<file path="src/rtl/axi_mem_bist.sv">
// rtl/axi_mem_bist.sv - AXI4 master that fills a memory region with a seeded count pattern and reads it back
module axi_mem_bist #(
  parameter int G_MAXBURST = 16,
  parameter int G_CNTWIDTH = 16
) (
  input  logic                  s_aclk,
  input  logic                  s_aresetn,
  input  logic                  start,
  input  logic [31:0]           base_addr,
  input  logic [G_CNTWIDTH-1:0] nwords,
  input  logic [31:0]           seed,
  output logic                  busy,
  output logic                  done,
  output logic                  pass,
  output logic [G_CNTWIDTH-1:0] err_count,
  output logic [31:0]           first_err_addr,
  output logic [31:0]           m_axi_awaddr,
  output logic [7:0]            m_axi_awlen,
  output logic                  m_axi_awvalid,
  input  logic                  m_axi_awready,
  output logic [31:0]           m_axi_wdata,
  output logic [3:0]            m_axi_wstrb,
  output logic                  m_axi_wlast,
  output logic                  m_axi_wvalid,
  input  logic                  m_axi_wready,
  input  logic                  m_axi_bvalid,
  output logic                  m_axi_bready,
  output logic [31:0]           m_axi_araddr,
  output logic [7:0]            m_axi_arlen,
  output logic                  m_axi_arvalid,
  input  logic                  m_axi_arready,
  input  logic [31:0]           m_axi_rdata,
  input  logic                  m_axi_rlast,
  input  logic                  m_axi_rvalid,
  output logic                  m_axi_rready
);

  localparam int CW = G_CNTWIDTH;

  typedef enum logic [2:0] {
    S_IDLE, S_ZERO, S_WR_AW, S_WR_W, S_WR_B, S_RD_AR, S_RD_R, S_DONE
  } state_t;

  state_t          state_q;
  logic [31:0]     base_q, addr_q, seed_q, ferr_q;
  logic [CW-1:0]   nwords_q, rem_q, idx_q, err_q;
  logic [8:0]      beats_q, beat_q;
  logic            busy_q, done_q, pass_q;
  logic            awvalid_q, wvalid_q, bready_q, arvalid_q, rready_q;

  logic [10:0]     words_4k;
  logic [8:0]      beats_d;
  logic [CW-1:0]   rem_d, err_d;
  logic [31:0]     addr_d, beat_addr, exp_word;
  logic            last_beat;
  logic [1:0]      err_inc;
  logic [CW:0]     err_sum;

  // Burst size: bounded by words remaining, the burst limit and the next 4KB page edge
  always_comb begin
    words_4k = 11'd1024 - {1'b0, addr_q[11:2]};
    beats_d  = 9'(G_MAXBURST);
    if (32'(rem_q) < 32'(beats_d)) beats_d = 9'(rem_q);
    if ({21'd0, words_4k} < 32'(beats_d)) beats_d = words_4k[8:0];
  end

  // Burst bookkeeping and read-beat checking with a saturating error counter
  always_comb begin
    last_beat = (beat_q == beats_q - 9'd1);
    rem_d     = rem_q - CW'(beats_q);
    addr_d    = addr_q + 32'({beats_q, 2'b00});
    beat_addr = addr_q + 32'({beat_q, 2'b00});
    exp_word  = seed_q + 32'(idx_q);
    err_inc   = {1'b0, m_axi_rdata != exp_word} + {1'b0, m_axi_rlast != last_beat};
    err_sum   = {1'b0, err_q} + (CW+1)'(err_inc);
    err_d     = err_sum[CW] ? '1 : err_sum[CW-1:0];
  end

  // Test sequencer: write all bursts, then read and compare all bursts
  always_ff @(posedge s_aclk or negedge s_aresetn) begin
    if (!s_aresetn) begin
      state_q   <= S_IDLE;
      base_q    <= '0;
      addr_q    <= '0;
      seed_q    <= '0;
      ferr_q    <= '0;
      nwords_q  <= '0;
      rem_q     <= '0;
      idx_q     <= '0;
      err_q     <= '0;
      beats_q   <= '0;
      beat_q    <= '0;
      busy_q    <= 1'b0;
      done_q    <= 1'b0;
      pass_q    <= 1'b0;
      awvalid_q <= 1'b0;
      wvalid_q  <= 1'b0;
      bready_q  <= 1'b0;
      arvalid_q <= 1'b0;
      rready_q  <= 1'b0;
    end else begin
      done_q <= 1'b0;
      case (state_q)
        S_IDLE: begin
          if (start) begin
            base_q   <= base_addr & ~32'd3;
            addr_q   <= base_addr & ~32'd3;
            nwords_q <= nwords;
            rem_q    <= nwords;
            seed_q   <= seed;
            idx_q    <= '0;
            err_q    <= '0;
            ferr_q   <= '0;
            pass_q   <= 1'b0;
            busy_q   <= 1'b1;
            if (nwords == '0) begin
              state_q <= S_ZERO;
            end else begin
              awvalid_q <= 1'b1;
              state_q   <= S_WR_AW;
            end
          end
        end
        S_ZERO: begin
          done_q  <= 1'b1;
          busy_q  <= 1'b0;
          pass_q  <= 1'b1;
          state_q <= S_DONE;
        end
        S_WR_AW: begin
          if (m_axi_awready) begin
            awvalid_q <= 1'b0;
            wvalid_q  <= 1'b1;
            beats_q   <= beats_d;
            beat_q    <= '0;
            state_q   <= S_WR_W;
          end
        end
        S_WR_W: begin
          if (m_axi_wready) begin
            idx_q  <= idx_q + CW'(1);
            beat_q <= beat_q + 9'd1;
            if (last_beat) begin
              wvalid_q <= 1'b0;
              bready_q <= 1'b1;
              state_q  <= S_WR_B;
            end
          end
        end
        S_WR_B: begin
          if (m_axi_bvalid) begin
            bready_q <= 1'b0;
            if (rem_d != '0) begin
              rem_q     <= rem_d;
              addr_q    <= addr_d;
              awvalid_q <= 1'b1;
              state_q   <= S_WR_AW;
            end else begin
              rem_q     <= nwords_q;
              addr_q    <= base_q;
              idx_q     <= '0;
              arvalid_q <= 1'b1;
              state_q   <= S_RD_AR;
            end
          end
        end
        S_RD_AR: begin
          if (m_axi_arready) begin
            arvalid_q <= 1'b0;
            rready_q  <= 1'b1;
            beats_q   <= beats_d;
            beat_q    <= '0;
            state_q   <= S_RD_R;
          end
        end
        S_RD_R: begin
          if (m_axi_rvalid) begin
            idx_q  <= idx_q + CW'(1);
            beat_q <= beat_q + 9'd1;
            err_q  <= err_d;
            if (err_q == '0 && err_d != '0) ferr_q <= beat_addr;
            if (last_beat) begin
              rready_q <= 1'b0;
              if (rem_d != '0) begin
                rem_q     <= rem_d;
                addr_q    <= addr_d;
                arvalid_q <= 1'b1;
                state_q   <= S_RD_AR;
              end else begin
                done_q  <= 1'b1;
                busy_q  <= 1'b0;
                pass_q  <= (err_d == '0);
                state_q <= S_DONE;
              end
            end
          end
        end
        S_DONE:  state_q <= S_IDLE;
        default: state_q <= S_IDLE;
      endcase
    end
  end

  assign busy           = busy_q;
  assign done           = done_q;
  assign pass           = pass_q;
  assign err_count      = err_q;
  assign first_err_addr = ferr_q;

  assign m_axi_awvalid  = awvalid_q;
  assign m_axi_awaddr   = awvalid_q ? addr_q : '0;
  assign m_axi_awlen    = awvalid_q ? 8'(beats_d - 9'd1) : '0;
  assign m_axi_wvalid   = wvalid_q;
  assign m_axi_wdata    = wvalid_q ? exp_word : '0;
  assign m_axi_wstrb    = {4{wvalid_q}};
  assign m_axi_wlast    = wvalid_q & last_beat;
  assign m_axi_bready   = bready_q;
  assign m_axi_arvalid  = arvalid_q;
  assign m_axi_araddr   = arvalid_q ? addr_q : '0;
  assign m_axi_arlen    = arvalid_q ? 8'(beats_d - 9'd1) : '0;
  assign m_axi_rready   = rready_q;

endmodule

</file>
<file path="config.mk">
export PLATFORM = sky130hd
export DESIGN_NAME = axi_mem_bist
export DESIGN_NICKNAME = d
export VERILOG_FILES = /design/src/rtl/axi_mem_bist.sv
export SDC_FILE = /design/constraint.sdc
export NUM_CORES = 1
export LEC_CHECK = 0
export ABC_AREA = 1
export CAP_MARGIN = 20
export CELL_PAD_IN_SITES_DETAIL_PLACEMENT = 0
export CELL_PAD_IN_SITES_GLOBAL_PLACEMENT = 1
export CORE_MARGIN = 4
export CORE_UTILIZATION = 40
export CTS_BUF_LIST = sky130_fd_sc_hd__clkbuf_4
export DETAILED_ROUTE_END_ITERATION = 8
export HOLD_SLACK_MARGIN = 0.15
export PLACE_DENSITY = 0.95
export SKIP_CTS_REPAIR_TIMING = 1
export SYNTH_ARGS = -nofsm -noshare
export SYNTH_HDL_FRONTEND = slang
export SYNTH_SLANG_ARGS = --single-unit
</file>
<file path="constraint.sdc">
create_clock -name s_aclk -period 12.18 [get_ports s_aclk]
set_clock_uncertainty 0.1 [all_clocks]
set_input_delay 3.045 -clock s_aclk [delete_from_list [all_inputs] [get_ports s_aclk]]
set_output_delay 3.045 -clock s_aclk [all_outputs]
set_load 0.005 [all_outputs]
</file>
; Word level (Yosys, flattened, before mapping)
; Cells that the tools add are included.
[word_totals]
reg_bits = 219
inputBits = 121
elab_cells = 180
[classes]
n_addsub = 11
n_lt_le_gt_ge = 2
n_eq_ne = 24
n_mux = 91
n_bitwise = 1
n_reduce_logical = 32
[op_table]
columns = operator, count
row1 = 32-bit 2-to-1 mux, 12
row2 = 16-bit 2-to-1 mux, 13
row3 = 32-bit case mux with 3 select lines, 1
row4 = 9-bit 2-to-1 mux, 8
row5 = 32-bit by 11-bit adder with 32-bit output, 2
row6 = 16-bit case mux with 4 select lines, 1
row7 = 32-bit case mux with 2 select lines, 1
row8 = 16-bit zero test, 3
row9 = 16-bit case mux with 3 select lines, 1
row10 = 9-bit case mux with 4 select lines, 1
row11 = 32-bit by 16-bit adder with 32-bit output, 1
row12 = 32-bit inequality test, 1
row13 = 16-bit case mux with 2 select lines, 1
row14 = 16-bit nonzero test, 2
row15 = 1-bit 2-to-1 mux, 29
row16 = 2-bit inequality test (second input constant), 14
row17 = 3-bit 2-to-1 mux, 9
row18 = 3-bit case mux with 8 select lines, 1
row19 = 9-bit case mux with 2 select lines, 1
row20 = 6-bit AND reduction, 3
row21 = 16-bit by 2-bit adder with 17-bit output, 1
row22 = 16-bit by 1-bit adder with 16-bit output (second input constant), 1
row23 = 16-bit by 5-bit less-than comparator with 1-bit output (second input constant), 1
row24 = 8-bit 2-to-1 mux, 2
row25 = 27 further kinds, 51

; Logic depth before layout (Yosys ltp)
[depth]
depth_word = 11
mapped_depth = 39

; Worst setup path after synthesis
; OpenSTA, ideal clock, no wires.
[synth_timing]
kind = in2reg
from = in m_axi_rdata[2]
to = reg ferr_q[17], in the netlist first_err_addr[17]
setup_ns = 0.117
arrival_time_ns = 5.991
required_ns = 11.963
slack_ns = 5.971
cell_stages = 31
n_path_buf = 2
cell_sequence = nand3b_1 -> nand2_1 -> nor2_1 -> nand2_1 -> nor2_1 -> nand2_1 -> nor2_1 -> nand3_1 -> nor3_1 -> nand4_1 -> nor2_1 -> nand3_1 -> nor2_1 -> fa_1 -> inv_1 -> ha_1 -> nand3_2 -> nor3_4 -> nand3_4 -> nor2_4 -> inv_2 -> nand3_1 -> inv_1 -> nand4_1 -> nand2_1 -> nand2_2 -> nand2_2 -> buf_12 -> buf_8 -> nand2_1 -> o21ai_2
[synth_via]
elab_chain_len = 8
[synth_lines]
columns = element, line_no
row1 = from (decl), 32  ; input logic [31:0] m_axi_rdata,
row2 = 32-bit inequality test, 74  ; err_inc = {1'b0, m_axi_rdata != exp_word} + {1'b0, m_axi_rlast != last_beat};
row3 = 1-bit by 1-bit adder with 2-bit output, 74
row4 = 16-bit by 2-bit adder with 17-bit output, 75  ; err_sum = {1'b0, err_q} + (CW+1)'(err_inc);
row5 = 16-bit 2-to-1 mux, 76  ; err_d = err_sum[CW] ? '1 : err_sum[CW-1:0];
row6 = 16-bit nonzero test, 181  ; if (err_q == '0 && err_d != '0) ferr_q <= beat_addr;
row7 = 1-bit logical AND, 181
row8 = 2-bit inequality test (no line), --
row9 = 4-bit AND reduction (no line), --
row10 = to (signal assigned), 181
row11 = to (decl), 45  ; logic [31:0] base_q, addr_q, seed_q, ferr_q;
; Every way passes these cells.
; A chain may end at the register's enable or synchronous reset.

; Final worst setup path
[layout_timing]
from = reg addr_q[3]
to = out m_axi_arlen[6]
[layout_via]
elab_chain_len = 5
[layout_lines]
columns = element, line_no
row1 = from (decl), 45
row2 = from (signal assigned), 107  ; addr_q <= base_addr & ~32'd3;
row3 = from (signal assigned), 155  ; addr_q <= addr_d;
row4 = from (signal assigned), 160  ; addr_q <= base_q;
row5 = 11-bit by 10-bit subtractor with 11-bit output *, 61  ; words_4k = 11'd1024 - {1'b0, addr_q[11:2]};
row6 = 11-bit by 9-bit less-than comparator with 1-bit output, 64  ; if ({21'd0, words_4k} < 32'(beats_d)) beats_d = words_4k[8:0];
row7 = 9-bit 2-to-1 mux *, 64
row8 = 8-bit by 1-bit subtractor with 8-bit output *, 220  ; assign m_axi_arlen = arvalid_q ? 8'(beats_d - 9'd1) : '0;
row9 = 8-bit 2-to-1 mux *, 220
row10 = to (decl), 29  ; output logic [7:0] m_axi_arlen,
; Every way passes the cells marked *; elsewhere a longest branch is shown, timed or not.

==> impl_metrics.py <==
metrics = {
    "sta": {
        "finalSetupViolCount": 0,
        "period_needed_ns": 7.99,
        "worst_pin_slew_ns": 1.11,
        "fmax_mhz": 125,
        "rsz0062_at_grt": "false",
        "setup-tns-final_ns": 0,
        "hold_viol": 0,
        "relSlewSlack_pct": 25.7,
        "slew_violations": 0,
        "fin_crit_sh_pct": 65.6,
        "holdWs_ns": 0.385,
    },
    "synthesis": {
        "yosysMostFrequentCell": "nand2_1",
        "syn-mean-instance-area_um2": 6.45,
        "synth-edff-count": 0,
        "yosysTopAreaCell": "dfrtp_1",
        "synthFlopType": "dfrtp_1",
        "ys_seq_elements": 215,
        "ys_types": 54,
        "synth.area.top_cells": "dfrtp_1 (32%), nand2_1 (17%), nor2_1 (9.9%)",
        "netlist_area_um2": 17000,
        "yosysWarningCount": 0,
        "synth_cells": 2630,
        "async_flop_share_pct": 100,
        "synth_top_area_share_pct": 31.7,
        "ys_seq_area_share_pct": 31.7,
        "ys_top_cells_by_count": "nand2_1 (775), nor2_1 (447), inv_1 (356)",
    },
    "die": {
        "start_util_pct": 40.4,
        "fp-row-count": 75,
        "die_height_um": 214,
        "pin_count": 294,
        "die_w_um": 214,
        "core-area_um2": 41900,
        "dieArea_um2": 45700,
    },
    "worst_setup_path": {
        "slowest_stage": "dfrtp_1",
        "rrSetupSlack_ns": 5.72,
        "cp.buffers_inverters": 5,
        "cp_data_required_time_ns": 9.03,
        "worstSetupStartpointType": "register",
        "ff2ff_path_depth": 31,
        "reg2reg_from": "idx_q[5]",
        "slowest_delay_ns": 0.53,
        "cp_cell_sequence": "inv_1 -> ha_1 -> nand2_1 -> nor2_1 -> nand2_1 -> o21ai_0 -> nand2_1 -> inv_1 -> ha_1 -> nand2_1 -> o21ai_0 -> nor2_1 -> o211ai_1 -> inv_2 -> nand2_2 -> o21ai_1 -> inv_1 -> ha_1 -> nand2_1 -> nor2_2 -> nand3b_1 -> nand2_1 -> nor2_1 -> clkdlybuf4s50_1",
        "cp_data_arrival_time_ns": 4.84,
        "path_max_fanout": 8,
        "cp_top_family": "simple AND/OR/NAND/NOR gates",
        "path_common_cell": "nand2_1",
        "crit_type": "reg2out",
        "reg2reg_to": "first_err_addr[3]",
        "end_kind": "output port",
    },
    "cells_and_area": {
        "fin_util_pct": 50.0,
        "drive_above_1_share_pct": 7.02,
        "area_growth_pct": 23.6,
        "stdcell_area_um2": 21000,
        "fillers": 4275,
        "fin_nets": 3088,
    },
    "routing": {
        "wl_um": 57900,
        "drt_first_pass_iters": 5,
        "antenna_left": 0,
        "via_per_inst": 5.08,
        "wl_per_cell_um": 16.6,
        "drc": 0,
        "drt_iter0_drc": 1088,
        "via_count": 17700,
    },
    "clocking": {
        "clk_latency_ns": 0.74,
        "cts-root-buf": "clkbuf_4",
        "cts.sinks": 215,
        "clkSlewWorstSetupHoldPaths_ns": 0.07,
        "cts_max_path_buffers": 3,
        "cts_tree": "done",
        "cts_made_buffers": 66,
        "htree_levels": 3,
    },
    "global_routing": {
        "grt_remaining_overflow": 0,
        "grt_use_met3_pct": 4.13,
        "gr-usage-met1_pct": 33.8,
        "grt_max_degree": 98,
        "first_global_vias": 17300,
        "track_usage_pct": 24.9,
        "antenna_found_initial": 5,
        "grt.busiest_layer": "met2",
        "grt_pass1_wl_um": 91600,
        "met2_usage_pct": 40.8,
    },
    "placed_design": {
        "io_buffers": 285,
        "gp_congestion": 0.908,
        "dpl-instance-area_um2": 20100,
        "dpl.hpwl_um": 43500,
    },
    "outcome": {
        "status": "complete, no violations",
    },
    "worst_hold_path": {
        "hold_class": "reg2reg",
        "hold_end": "first_err_addr[20]",
        "hp-start": "first_err_addr[20]",
        "min_path_cells": 2,
    },
    "power_and_ir_drop": {
        "peakVddDrop_mv": 0.208,
        "power_leakage_uw": 0.0108,
        "powerDensity_nw_per_um2": 264,
    },
    "flow_run": {
        "cap_violations": 0,
    },
}
==> through the flow <==
stage / setup WS [ns] / instances / total power, uW
after global placement: 4.01 / 3375 / 4720
final: 4.19 / 3494 / 5530
after floorplan: 5.97 / 2638 / 3500
after global routing: 3.69 / 3493 / 6070
after CTS: 4.14 / 3487 / 5560
after detailed placement: 3.91 / 3375 / 4780
==> sequential cells by signal (all words and copies together), names as in the netlist, 16 cells and up <==
register and flops:
rem_q 16, addr_q 30, err_count 16, nwords_q 16, seed_q 32, idx_q 16
base_q 30, first_err_addr 30
==> layout by cell type (no fill, tap or decap), types with 18 or more instances in the layout <==
| master | instances |
|---|---|
| nor4_1 | 20 |
| mux2_2 | 18 |
| nand2_1 | 773 |
| nor2_1 | 446 |
| o21ai_0 | 62 |
| clkbuf_4 | 94 |
| clkdlybuf4s50_1 | 284 |
| nand4_1 | 32 |
| inv_1 | 356 |
| a21oi_1 | 138 |
| o21ai_2 | 22 |
| nand3_1 | 113 |
| ha_1 | 57 |
| dfrtp_1 | 215 |
| xnor2_1 | 28 |
| nor3_1 | 38 |
| xor2_1 | 68 |
==> layer usage <==
metal  vias to the layer above  part of all wire (%)
met5                         -                     0
met4                         0                   2.4
met3                        87                   6.4
met2                       583                    47
met1                      8324                    44
li1                       8752                     -
==> cells by family after synthesis <==
kind of cell / count (synthesis) / share of synthesized area [%]
muxes: 18 / 1.20
and+or+nand+nor: 1501 / 36.7
xor gates and xnor gates: 100 / 5.42
adders and majority gates: 62 / 4.80
buffers and inverters: 464 / 11.2
DFF: 215 / 31.7
AOI/OAI and AO/OA: 268 / 8.88
other: 2 / 0.0443
==> tightest hold or removal path, stage by stage, from the launching register on <==
cell	delay, ns
dfrtp_1	0.35
nand2_1	0.06
o21ai_2	0.05
==> report_power, final <==
group	switching, uW	internal (uW)
Clock	344	395
Combinational	1990	1410
Sequential	379	1010
Total	2710	2820
==> worst max-delay path by stage <==
stage / start / end / slack, ns / depth (start not counted)
final: addr_q[3] / m_axi_arlen[6] / 4.19 / 24
after global routing: addr_q[3] / m_axi_arlen[6] / 3.69 / 25
after CTS: addr_q[3] / m_axi_arlen[4] / 4.14 / 23
after detailed placement: m_axi_rdata[1] / first_err_addr[3] / 3.91 / 32
after global placement: m_axi_rdata[1] / first_err_addr[3] / 4.01 / 32
after floorplan: m_axi_rdata[2] / first_err_addr[17] / 5.97 / 31
==> final cells by class <==
| type | count | area [um2] | area share [%] |
|---|---|---|---|
| clock buffer | 94 | 706 | 3.37 |
| sequential | 215 | 5380 | 25.7 |
| multi-input combinational | 1959 | 9720 | 46.4 |
| timing repair buffer | 295 | 2950 | 14.1 |
| clock inverter | 18 | 124 | 0.591 |
| inverter | 368 | 1380 | 6.59 |
| antenna | 6 | 15.0 | 0.0717 |
| tap | 539 | 674 | 3.22 |
Power figures use the tool's default switching activity.
